[src/rtl/fp_mul_normalize_round.sv]
// fp_mul_normalize_round: normalize, round-to-nearest-even and pack an FP multiply product.
// Define FP_NORM_LZC_EN for single-cycle leading-zero normalization instead of 1-bit/cycle shifts.
module fp_mul_normalize_round #(
    parameter int EXP_W  = 8,
    parameter int FRAC_W = 23,
    parameter int BIAS   = 127
) (
    input  logic                          clk,
    input  logic                          rst_n,
    input  logic                          in_valid,
    output logic                          in_ready,
    input  logic                          in_sign,
    input  logic [EXP_W:0]                in_exp_sum,
    input  logic [2*(FRAC_W+1)-1:0]       in_mant,
    output logic                          out_valid,
    input  logic                          out_ready,
    output logic [EXP_W+FRAC_W:0]         out_result,
    output logic                          out_overflow,
    output logic                          out_underflow,
    output logic                          out_inexact
);
    localparam int P    = 2 * (FRAC_W + 1);
    localparam int EW   = EXP_W + 3;
    localparam int W    = EXP_W + FRAC_W + 1;
    localparam int EMAX = (1 << EXP_W) - 1;

    typedef enum logic [1:0] {IDLE, NORM, ROUND, DONE} state_t;

    state_t          state_q, state_d;
    logic            sign_q, sign_d;
    logic [EW-1:0]   exp_q, exp_d;
    logic [P-1:0]    mant_q, mant_d;
    logic            out_valid_q, out_valid_d;
    logic [W-1:0]    result_q, result_d;
    logic            ovf_q, ovf_d, unf_q, unf_d, inx_q, inx_d;

    logic [FRAC_W-1:0] frac;
    logic              g, s, ovf, unf;
    logic [FRAC_W:0]   fr;
    logic [EW-1:0]     exp_r;

    assign frac  = mant_q[P-2 -: FRAC_W];
    assign g     = mant_q[P-2-FRAC_W];
    assign s     = |mant_q[P-3-FRAC_W:0];
    assign fr    = {1'b0, frac} + (FRAC_W+1)'(g & (s | frac[0]));
    assign exp_r = exp_q + EW'(fr[FRAC_W]);
    // exp_r is two's complement; the sign bit marks negative exponents
    assign ovf   = !exp_r[EW-1] && (exp_r >= EW'(EMAX));
    assign unf   = exp_r[EW-1] || (exp_r == '0);

`ifdef FP_NORM_LZC_EN
    localparam int LW = $clog2(P);
    logic [LW-1:0] lzc;
    always_comb begin
        lzc = '0;
        for (int i = 0; i < P; i++)
            if (mant_q[i]) lzc = LW'(P - 1 - i);
    end
`endif

    always_comb begin
        state_d     = state_q;
        sign_d      = sign_q;
        exp_d       = exp_q;
        mant_d      = mant_q;
        out_valid_d = out_valid_q;
        result_d    = result_q;
        ovf_d       = ovf_q;
        unf_d       = unf_q;
        inx_d       = inx_q;
        case (state_q)
            IDLE: if (in_valid) begin
                sign_d = in_sign;
                exp_d  = {2'b00, in_exp_sum} - EW'(BIAS - 1);
                mant_d = in_mant;
                if (in_mant == '0) begin
                    state_d     = DONE;
                    out_valid_d = 1'b1;
                    result_d    = {in_sign, {(W-1){1'b0}}};
                    ovf_d       = 1'b0;
                    unf_d       = 1'b0;
                    inx_d       = 1'b0;
                end else begin
                    state_d = NORM;
                end
            end
`ifdef FP_NORM_LZC_EN
            NORM: begin
                mant_d  = mant_q << lzc;
                exp_d   = exp_q - EW'(lzc);
                state_d = ROUND;
            end
`else
            NORM: if (mant_q[P-1]) state_d = ROUND;
                  else begin
                      mant_d = mant_q << 1;
                      exp_d  = exp_q - EW'(1);
                  end
`endif
            ROUND: begin
                state_d     = DONE;
                out_valid_d = 1'b1;
                result_d    = ovf ? {sign_q, {EXP_W{1'b1}}, {FRAC_W{1'b0}}}
                            : unf ? {sign_q, {(W-1){1'b0}}}
                            : {sign_q, exp_r[EXP_W-1:0], fr[FRAC_W-1:0]};
                ovf_d       = ovf;
                unf_d       = unf;
                inx_d       = ovf | unf | g | s;
            end
            default: if (out_ready) begin
                state_d     = IDLE;
                out_valid_d = 1'b0;
            end
        endcase
    end

    always_ff @(posedge clk or negedge rst_n) begin
        if (!rst_n) begin
            state_q     <= IDLE;
            sign_q      <= 1'b0;
            exp_q       <= '0;
            mant_q      <= '0;
            out_valid_q <= 1'b0;
            result_q    <= '0;
            ovf_q       <= 1'b0;
            unf_q       <= 1'b0;
            inx_q       <= 1'b0;
        end else begin
            state_q     <= state_d;
            sign_q      <= sign_d;
            exp_q       <= exp_d;
            mant_q      <= mant_d;
            out_valid_q <= out_valid_d;
            result_q    <= result_d;
            ovf_q       <= ovf_d;
            unf_q       <= unf_d;
            inx_q       <= inx_d;
        end
    end

    assign in_ready      = (state_q == IDLE);
    assign out_valid     = out_valid_q;
    assign out_result    = result_q;
    assign out_overflow  = ovf_q;
    assign out_underflow = unf_q;
    assign out_inexact   = inx_q;
endmodule
[config.mk]
export PLATFORM = sky130hd
export DESIGN_NAME = fp_mul_normalize_round
export DESIGN_NICKNAME = d
export VERILOG_FILES = /design/src/rtl/fp_mul_normalize_round.sv
export SDC_FILE = /design/constraint.sdc
export NUM_CORES = 1
export LEC_CHECK = 0
export ABC_AREA = 1
export CAP_MARGIN = 20
export CORE_MARGIN = 4
export CORE_UTILIZATION = 55
export CTS_CLUSTER_SIZE = 40
export DETAILED_ROUTE_END_ITERATION = 10
export GPL_ROUTABILITY_DRIVEN = 0
export PLACE_DENSITY = 0.82
export SYNTH_ARGS = -nofsm -noshare
export SYNTH_HDL_FRONTEND = slang
export SYNTH_SLANG_ARGS = --single-unit
[constraint.sdc]
create_clock -name clk -period 2.74 [get_ports clk]
set_input_delay 0.548 -clock clk [delete_from_list [all_inputs] [get_ports clk]]
set_output_delay 0.548 -clock clk [all_outputs]
set_load 0.005 [all_outputs]
==> results.py, run 1 <==
metrics = {
    "finish": {
        "syn_to_final_growth_pct": 33.7,
        "final_design_area_no_fill_sq_mm": 0.00822,
        "antennaDiodeCount": 0,
        "fin_cells": 1169,
        "nFillCells": 832,
        "multiInputGateArea_sq_mm": 0.00325,
        "regArea_sq_mm": 0.00245,
        "drive_gt1_share_pct": 17.1,
        "nets": 1096,
    },
    "placement": {
        "dp_slack_ps": -409,
        "placed_area_sq_mm": 0.00758,
        "post-dp-hpwl_mm": 11.5,
        "numPortBuffers": 98,
        "placed_cells_incl_taps": 1128,
    },
    "outcome": {
        "outcome": "finished with violations",
        "failed_checks": "negative setup slack",
    },
    "power": {
        "swShare_pct": 45.4,
        "clkPwrFrac_pct": 12.2,
        "combPwrFrac_pct": 58.3,
        "p_switching_mw": 3.91,
        "seqPwrFrac_pct": 29.5,
        "power.density_mw_per_mm2": 1050,
        "p_leak_nw": 3.94,
        "peakVddDrop_v": 0.000571,
        "p_int_mw": 4.71,
    },
    "critical_path": {
        "worstPathArrival_ps": 3090,
        "path_cells": "inv_1 -> nor3_4 -> nand2_2 -> nor2_2 -> nand4_1 -> nor3_2 -> ha_2 -> nand2_4 -> nor2_4 -> nand2_1 -> nand2_1 -> nand2_2 -> buf_4 -> nor2_2 -> nand3_1 -> nand2_2 -> nand2_4 -> nor2_4 -> nor2_1 -> nand2_1",
        "end_kind": "register",
        "start_kind": "register",
        "critical_path.max_stage_delay_ps": 370,
        "slowest_stage": "dfrtp_1",
        "critPathRequiredTime_ps": 3050,
        "cp_top_family": "simple AND/OR/NAND/NOR gates",
        "crit_buf_inv": 2,
        "crit_type": "register to register",
        "cp_max_fo": 7,
    },
    "die": {
        "dieWidth_um": 114,
        "start_util_pct": 56.5,
        "coreArea_sq_mm": 0.0109,
        "ioPinCount": 99,
        "die-height_um": 114,
        "dieArea_sq_mm": 0.0129,
        "rows": 38,
    },
    "run": {
        "drv_cap": 0,
    },
    "clock_tree": {
        "clk_pin_slew_ps": 90,
        "cts_tree": "yes",
        "numCtsBuffers": 9,
        "htreeDepth": 3,
        "cts_root_buf": "clkbuf_8",
        "cts.sinks": 98,
        "cts_hold_buf": 0,
        "clk-insertion-delay-late_ps": 360,
        "clk_path_buf_depth": 2,
    },
    "timing": {
        "rsz0062_at_grt": "yes",
        "period_minus_slack_ps": 2790,
        "skew_ps": 8.43,
        "max_freq_mhz": 359,
        "setup_viol": 29,
        "post-route-period-util_pct": 102,
        "finalHoldViolations": 0,
        "slew_headroom_pct": 67.8,
        "setup_ws_ps": -46.9,
        "max_slew.worst_pin.slew_ps": 483,
        "slew_viol_final": 0,
    },
    "yosys": {
        "async_reset_ff_share_pct": 100,
        "ys_ff_latch": 98,
        "synth.distinct_cells": 38,
        "syn_area_per_cell_sq_um": 7.09,
        "synth_edf_count": 0,
        "syn-num-nets": 938,
        "synth_area_sq_mm": 0.00615,
        "ys_warn_count": 0,
        "syn_inst": 867,
        "synthFlopType": "dfrtp_1",
        "synth_seq_area_share_pct": 39.9,
    },
    "grt": {
        "overflow": 0,
        "grt.total_usage_pct": 25.7,
        "grt_pass1_wl_mm": 27.3,
        "grt_max_degree": 99,
        "grt_pass1_vias": 5922,
        "antenna_found_initial": 0,
    },
    "route": {
        "avgRoutedWirePerCell_um": 14.8,
        "first_pass_iters": 5,
        "drt_first_iter_violations": 584,
        "drcViolationCount": 0,
        "vias": 6310,
        "viasPerCell": 5.40,
        "routed_wl_mm": 17.3,
        "ant_nets": 0,
    },
    "hold_path": {
        "holdCritPathClass": "primary input to async pin",
    },
}
-- cell type report --
type,count,area share [%]
clock buffer,13,1.93
clock inverter,2,0.730
inverter,104,4.75
multi-input combinational,630,39.5
sequential,98,29.8
tap,140,2.13
timing repair buffer,182,21.1
-- stage by stage --
step	hold slack, ps	utilization [%]	total power, mW	TNS, ps
after floorplan	252	-	5.39	0
after global placement	407	69.6	6.88	-7740
after detailed placement	409	69.6	7.02	-10990
after CTS	13.3	73.3	8.20	-77.0
after global routing	10.9	75.5	9.31	-6460
final	14.3	75.5	8.62	-493
-- cell usage in the layout, fill, tap and decap left out, types with 3 or more instances in the layout --
| cell type | synthesis | final |
|---|---|---|
| a21oi_1 | 9 | 9 |
| a31oi_1 | 17 | 17 |
| buf_12 | 2 | 6 |
| buf_4 | 1 | 72 |
| buf_6 | 3 | 5 |
| clkbuf_8 | 0 | 11 |
| clkdlybuf4s50_1 | 0 | 97 |
| dfrtp_1 | 98 | 98 |
| ha_1 | 9 | 7 |
| inv_1 | 99 | 97 |
| inv_2 | 4 | 6 |
| nand2_1 | 257 | 239 |
| nand2_2 | 5 | 21 |
| nand2_4 | 1 | 3 |
| nand3_1 | 24 | 24 |
| nand3_2 | 26 | 24 |
| nand4_1 | 14 | 14 |
| nor2_1 | 113 | 109 |
| nor2_2 | 4 | 5 |
| nor2_4 | 3 | 7 |
| nor3_1 | 12 | 9 |
| o21ai_0 | 90 | 87 |
| o21ai_1 | 4 | 5 |
| o21ai_2 | 1 | 3 |
| xnor2_1 | 5 | 5 |
| xor2_1 | 23 | 23 |
-- Yosys cell counts, types with 4 or more instances --
master,count,area (sq um)
nand2_1,257,965
nor2_1,113,424
inv_1,99,372
dfrtp_1,98,2450
o21ai_0,90,450
nand3_2,26,260
nand3_1,24,120
xor2_1,23,201
clkbuf_1,18,67.6
a31oi_1,17,106
nand4_1,14,87.6
nor3_1,12,60.1
buf_2,11,55.1
a21oi_1,9,45.0
ha_1,9,113
nand2_2,5,31.3
xnor2_1,5,43.8
inv_2,4,15.0
nor2_2,4,25.0
o21ai_1,4,20.0
-- sequential cells by signal (all words and copies together), names as in the netlist, 2 cells and up --
signal      cells
exp_q          11
state_q         2
out_result     32
mant_q         48
-- power groups by stage --
stage               registers [mW]  clock network, mW  logic (mW)
floorplan                     2.50                  0        2.89
global placement              2.51                  0        4.37
detailed placement            2.53                  0        4.49
CTS                           2.51               1.06        4.64
global route                  2.62               1.12        5.58
finish                        2.54               1.05        5.03
-- timing repair --
| item | in CTS | in global routing |
|---|---|---|
| pin swaps | 5 | 6 |
| buffers inserted | 15 | 7 |
| hold endpoints to repair | 0 | 0 |
| endpoints found under the setup margin | 32 | 34 |
| resized for setup | 11 | 38 |
| gates cloned | 1 | 3 |
-- cell families (layout without fill, tap and decap cells) --
kind of cell,Yosys count,count (layout),synth area share (%)
simple gates,463,464,33.3
buf+inv,140,301,9.72
compound gates,128,128,11.1
flops,98,98,39.9
xor+xnor,29,29,4.25
fa+ha+maj,9,9,1.83
-- worst register-to-register path, stage by stage (launching register included) --
cell,delay (ps)
dfrtp_1,370
inv_1,100
nor3_4,190
nand2_2,90
nor2_2,110
nand4_1,130
nor3_2,190
ha_2,230
nand2_4,80
nor2_4,110
nand2_1,60
nand2_1,70
nand2_2,60
buf_4,140
nor2_2,110
nand3_1,90
nand2_2,100
nand2_4,110
nor2_4,210
nor2_1,100
nand2_1,80
-- layer usage --
metal | global-route usage, % | up-vias | routed length [um]
li1 | - | 3059 | -
met2 | 41.0 | 270 | 8340
met3 | 4.14 | 47 | 1250
met1 | 36.0 | 2934 | 7250
met5 | 0 | - | 0
met4 | 8.81 | 0 | 495
-- worst paths after layout --
check                      depth (start not counted)  slack (ps)                       from                         end
hold / removal                                     1          10                      rst_n        exp_q[6]$_DFFE_PN0P_
max in group asynchronous                          2        2010                      rst_n   out_result[2]$_DFFE_PN0P_
hold reg to reg                                    2         490  out_result[7]$_DFFE_PN0P_   out_result[7]$_DFFE_PN0P_
min in group clk                                   2         490  out_result[7]$_DFFE_PN0P_   out_result[7]$_DFFE_PN0P_
setup / recovery                                  20         -50     mant_q[31]$_DFFE_PN0P_  out_result[23]$_DFFE_PN0P_
setup reg to reg                                  20         -50     mant_q[31]$_DFFE_PN0P_  out_result[23]$_DFFE_PN0P_
(Power assumes the default switching activity.)
==> inputs of run 2 (changes only) <==
--- a/config.mk
+++ b/config.mk
@@ -13,6 +13,7 @@
 export DETAILED_ROUTE_END_ITERATION = 10
 export GPL_ROUTABILITY_DRIVEN = 0
 export PLACE_DENSITY = 0.82
+export SETUP_SLACK_MARGIN = 0.4
 export SYNTH_ARGS = -nofsm -noshare
 export SYNTH_HDL_FRONTEND = slang
 export SYNTH_SLANG_ARGS = --single-unit
==> results.py, run 2 (synthesis gave the netlist of run 1 again) <==
metrics = {
    "finish": {
        "antennaDiodeCount": 0,
        "top_register": "mant_q",
        "nFillCells": 832,
        "layout_commonest_cell": "nand2_1",
        "multiInputGateArea_sq_mm": 0.00326,
        "nets": 1070,
        "drive_gt1_share_pct": 15.4,
        "final_cell_mix": "239 x nand2_1, 111 x nor2_1, 98 x dfrtp_1",
        "syn_to_final_growth_pct": 31.0,
        "regArea_sq_mm": 0.00245,
        "fin_cells": 1144,
        "largest_register_ffs": 48,
    },
    "route": {
        "vias": 6194,
        "first_pass_iters": 6,
        "routed_wl_mm": 17.2,
        "viasPerCell": 5.41,
        "drt_first_iter_violations": 734,
        "drcViolationCount": 0,
        "ant_nets": 0,
        "avgRoutedWirePerCell_um": 15.1,
    },
    "clock_tree": {
        "htreeDepth": 3,
        "cts_tree": "yes",
        "numCtsBuffers": 9,
        "cts_root_buf": "clkbuf_8",
        "clk_path_buf_depth": 2,
        "cts.sinks": 98,
        "cts_hold_buf": 0,
        "clk_pin_slew_ps": 100,
        "clk-insertion-delay-late_ps": 390,
    },
    "critical_path": {
        "critPathRequiredTime_ps": 3030,
        "crit_type": "register to register",
        "cp_max_fo": 9,
        "worstPathArrival_ps": 3380,
        "start_kind": "register",
        "end_kind": "register",
    },
    "outcome": {
        "failed_checks": "negative setup slack",
        "outcome": "finished with violations",
    },
    "power": {
        "combPwrFrac_pct": 56.6,
        "power.density_mw_per_mm2": 1040,
        "seqPwrFrac_pct": 31.3,
        "peakVddDrop_v": 0.000749,
        "p_leak_nw": 3.80,
        "p_int_mw": 4.47,
        "p_switching_mw": 3.90,
        "clkPwrFrac_pct": 12.1,
        "swShare_pct": 46.6,
    },
    "grt": {
        "overflow": 0,
        "grt_max_degree": 73,
        "antenna_found_initial": 0,
        "grt.total_usage_pct": 25.7,
        "grt_pass1_wl_mm": 26.8,
        "grt_pass1_vias": 5667,
    },
    "timing": {
        "setup_viol": 34,
        "max_freq_mhz": 323,
        "setup_ws_ps": -354,
        "slew_viol_final": 0,
        "slew_headroom_pct": 67.9,
        "period_minus_slack_ps": 3090,
        "max_slew.worst_pin.slew_ps": 482,
        "finalHoldViolations": 0,
        "post-route-period-util_pct": 113,
        "rsz0062_at_grt": "yes",
        "skew_ps": 8.62,
    },
    "die": {
        "ioPinCount": 99,
        "die-height_um": 114,
        "rows": 38,
        "coreArea_sq_mm": 0.0109,
        "dieWidth_um": 114,
        "dieArea_sq_mm": 0.0129,
        "start_util_pct": 56.5,
    },
    "placement": {
        "numPortBuffers": 98,
        "dp_slack_ps": -52.3,
        "post-dp-hpwl_mm": 11.1,
        "placed_cells_incl_taps": 1087,
    },
    "run": {
        "drv_cap": 0,
    },
    "hold_path": {
        "holdCritPathClass": "primary input to async pin",
    },
}
[run 2: stage by stage]
step | hold WS (ps) | util (%) | power, mW | instance area, sq um | TNS, ps
floorplan | 252 | - | 5.40 | 6170 | 0
CTS | 116 | 72.4 | 8.04 | 7880 | -1300
finish | 96.6 | 74.0 | 8.36 | 8060 | -10310
global route | 139 | 74.0 | 9.03 | 8060 | -13280
detailed placement | 464 | 67.0 | 6.72 | 7300 | -953
global placement | 462 | 67.0 | 6.61 | 7300 | 0
[run 2: repair_timing]
action | in CTS | in global routing
pin swaps | 5 | 14
setup buffers | 32 | 5
gates resized for setup | 23 | 23
setup endpoints to repair | 35 | 36
gates cloned | 2 | 2
[run 2: power by group through the flow]
stage	sequential (mW)	clock [mW]	combinational [mW]
2_1_floorplan	2.50	0	2.91
3_3_place_gp	2.59	0	4.02
3_5_place_dp	2.61	0	4.11
4_1_cts	2.58	1.01	4.44
5_1_grt	2.69	1.07	5.26
6_report	2.61	1.01	4.74
[run 2: worst paths after layout]
path                                            start                          to  slack (ps)  cells past startpoint
max                            mant_q[32]$_DFFE_PN0P_   out_result[1]$_DFFE_PN0P_        -350                     17
min                                             rst_n       mant_q[2]$_DFFE_PN0P_         100                      1
max reg2reg                    mant_q[32]$_DFFE_PN0P_   out_result[1]$_DFFE_PN0P_        -350                     17
min reg2reg                out_result[15]$_DFFE_PN0P_  out_result[15]$_DFFE_PN0P_         480                      2
max in group asynchronous                       rst_n      mant_q[44]$_DFFE_PN0P_        1930                      2
min in group clk           out_result[15]$_DFFE_PN0P_  out_result[15]$_DFFE_PN0P_         480                      2
[run 2: metal layers]
metal	track usage (%)	part of all wire, %	wire length [um]
met1	35.5	42	7310
met2	41.5	48	8210
met3	3.55	7.3	1270
met4	9.54	2.6	447
met5	0	0	0
[run 2: final cells by class]
class,instances,share of cell area [%]
sequential,98,30.4
timing repair buffer,157,19.4
clock buffer,11,1.88
inverter,104,4.84
multi-input combinational,629,40.5
tap,140,2.17
clock inverter,5,0.776
[run 2: worst max-delay path, cell delays in order, from the launching register on]
cell and delay, ps:
dfrtp_1 380, inv_2 60, nor3_2 340, nand2_2 160, nor2_4 130, nand4_1 120, nor3_2 230, ha_2 270
nand3_4 120, o21ai_1 190, nand2_2 100, nor2_1 180, nand3_1 160, nand2_4 130, nand2_8 90, clkbuf_16 180
nand3_2 70, nand2_1 50
==> inputs of run 3 (changes only) <==
--- a/config.mk
+++ b/config.mk
@@ -9,9 +9,9 @@
 export CAP_MARGIN = 20
 export CORE_MARGIN = 4
 export CORE_UTILIZATION = 55
+export CTS_CLUSTER_DIAMETER = 200
 export CTS_CLUSTER_SIZE = 40
 export DETAILED_ROUTE_END_ITERATION = 10
-export GPL_ROUTABILITY_DRIVEN = 0
 export PLACE_DENSITY = 0.82
 export SETUP_SLACK_MARGIN = 0.4
 export SYNTH_ARGS = -nofsm -noshare
==> results.py, run 3 (synthesis gave the netlist of run 1 again) <==
metrics = {
    "route": {
        "avgRoutedWirePerCell_um": 14.1,
        "drt_first_iter_violations": 510,
        "ant_nets": 0,
        "viasPerCell": 5.30,
        "first_pass_iters": 5,
        "drcViolationCount": 0,
        "routed_wl_mm": 16.0,
        "vias": 6007,
    },
    "finish": {
        "antennaDiodeCount": 0,
        "final_cell_mix": "250 x nand2_1, 112 x nor2_1, 98 x dfrtp_1",
        "drive_gt1_share_pct": 12.9,
        "nets": 1059,
        "fin_cells": 1133,
        "syn_to_final_growth_pct": 26.2,
        "final_design_area_no_fill_sq_mm": 0.00776,
        "layout_commonest_cell": "nand2_1",
        "nFillCells": 910,
        "top_register": "mant_q",
        "largest_register_ffs": 48,
    },
    "outcome": {
        "failed_checks": "negative setup slack",
        "outcome": "finished with violations",
    },
    "timing": {
        "skew_ps": 13.6,
        "finalHoldViolations": 0,
        "setup-tns-final_ps": -50.7,
        "rsz0062_at_grt": "yes",
        "slew_headroom_pct": 62.3,
        "slew_viol_final": 0,
        "max_slew.worst_pin.slew_ps": 565,
        "period_minus_slack_ps": 2790,
        "setup_viol": 1,
        "post-route-period-util_pct": 102,
        "max_freq_mhz": 358,
        "setup_ws_ps": -50.7,
    },
    "placement": {
        "numPortBuffers": 98,
        "gp_congestion": 0.912,
        "placed_cells_incl_taps": 1089,
        "post-dp-hpwl_mm": 11.1,
        "placed_area_sq_mm": 0.00731,
    },
    "clock_tree": {
        "cts.sinks": 98,
        "numCtsBuffers": 9,
        "clk_path_buf_depth": 2,
        "clk-insertion-delay-late_ps": 370,
        "htreeDepth": 3,
        "cts_tree": "yes",
        "cts_root_buf": "clkbuf_8",
        "clk_pin_slew_ps": 100,
    },
    "die": {
        "coreArea_sq_mm": 0.0109,
        "dieArea_sq_mm": 0.0129,
        "rows": 38,
        "start_util_pct": 56.5,
        "die-height_um": 114,
        "dieWidth_um": 114,
        "ioPinCount": 99,
    },
    "run": {
        "drv_cap": 0,
    },
    "critical_path": {
        "reg2reg_from": "mant_q[31]$_DFFE_PN0P_",
        "worstPathArrival_ps": 3110,
        "crit_type": "register to register",
        "r2r_end": "out_result[17]$_DFFE_PN0P_",
        "path_cells": "inv_2 -> nor3_4 -> nand2_2 -> buf_4 -> buf_4 -> buf_4 -> buf_4 -> buf_4 -> buf_4 -> buf_4 -> buf_4 -> buf_4 -> buf_4 -> nor3_1 -> nand2_1 -> nand2_1 -> nand2_1 -> inv_1 -> nand3_2 -> nand2_1",
        "r2r_cells": 20,
        "end_kind": "register",
        "r2r_slack_ps": -50,
        "slowest_stage": "dfrtp_1",
        "critPathRequiredTime_ps": 3060,
        "cp_max_fo": 2,
        "start_kind": "register",
        "cp_common_cell": "buf_4",
        "critical_path.max_stage_delay_ps": 390,
    },
    "grt": {
        "grt_pass1_wl_mm": 25.1,
        "grt_pass1_vias": 5327,
        "grt.total_usage_pct": 23.9,
        "overflow": 0,
        "antenna_found_initial": 0,
        "grt_max_degree": 59,
    },
    "power": {
        "peakVddDrop_v": 0.000530,
        "p_leak_nw": 3.68,
        "power.density_mw_per_mm2": 1020,
    },
    "hold_path": {
        "holdCritPathClass": "primary input to async pin",
    },
}
[run 3: per-layer routing]
| layer | part of all wire, % | wire length (um) | track usage (%) | up-vias |
|---|---|---|---|---|
| met5 | 0 | 0 | 0 | - |
| met4 | 3.3 | 532 | 9.29 | 0 |
| met2 | 45 | 7150 | 36.2 | 240 |
| met3 | 6.7 | 1080 | 3.08 | 42 |
| met1 | 45 | 7210 | 35.0 | 2746 |
| li1 | - | - | - | 2979 |
[run 3: worst max-delay path, delay by kind of cell (launching register included)]
kind | cells | cell delay, ps
buffers and inverters | 12 | 1420
and+or+nand+nor | 8 | 930
DFF | 1 | 390
[run 3: power breakdown]
part | leakage, nW | switching (mW) | internal, mW
clock | 0.0847 | 0.534 | 0.355
sequential | 1.24 | 0.509 | 2.09
combinational | 2.36 | 2.68 | 1.74
[run 3: what timing repair did]
action,CTS,global route
setup buffers,21,7
resized for setup,13,6
pin swaps,2,3
hold buffers,0,0
endpoints found under the setup margin,35,42
[run 3: worst max path at each step]
stage | startpoint | end | slack, ps
after floorplan | mant_q[32]$_DFFE_PN0P_ | out_result[1]$_DFFE_PN0P_ | 340
after CTS | mant_q[28]$_DFFE_PN0P_ | out_result[18]$_DFFE_PN0P_ | 110
final | mant_q[31]$_DFFE_PN0P_ | out_result[17]$_DFFE_PN0P_ | -50
after global routing | mant_q[31]$_DFFE_PN0P_ | out_result[13]$_DFFE_PN0P_ | -150
after global placement | mant_q[32]$_DFFE_PN0P_ | out_result[16]$_DFFE_PN0P_ | 70
after detailed placement | mant_q[31]$_DFFE_PN0P_ | out_result[7]$_DFFE_PN0P_ | 20
[run 3: cell type report]
class | count | area [sq um] | share of cell area [%]
Clock buffer | 10 | 138 | 1.77
Clock inverter | 6 | 41.3 | 0.532
Inverter | 104 | 390 | 5.03
Multi-Input combinational cell | 629 | 3170 | 40.8
Sequential cell | 98 | 2450 | 31.6
Tap cell | 140 | 175 | 2.26
Timing Repair Buffer | 146 | 1400 | 18.0
[run 3: through the flow]
| step | utilization [%] | hold slack [ps] | power [mW] | worst slack, ps |
|---|---|---|---|---|
| 6_report | 71.3 | 159 | 7.92 | -50.7 |
| 5_1_grt | 71.3 | 202 | 8.57 | -152 |
| 4_1_cts | 70.6 | 173 | 7.74 | 113 |
| 3_5_place_dp | 67.2 | 465 | 6.71 | 16.8 |
| 3_3_place_gp | 67.2 | 463 | 6.61 | 67.4 |
| 2_1_floorplan | - | 252 | 5.40 | 345 |
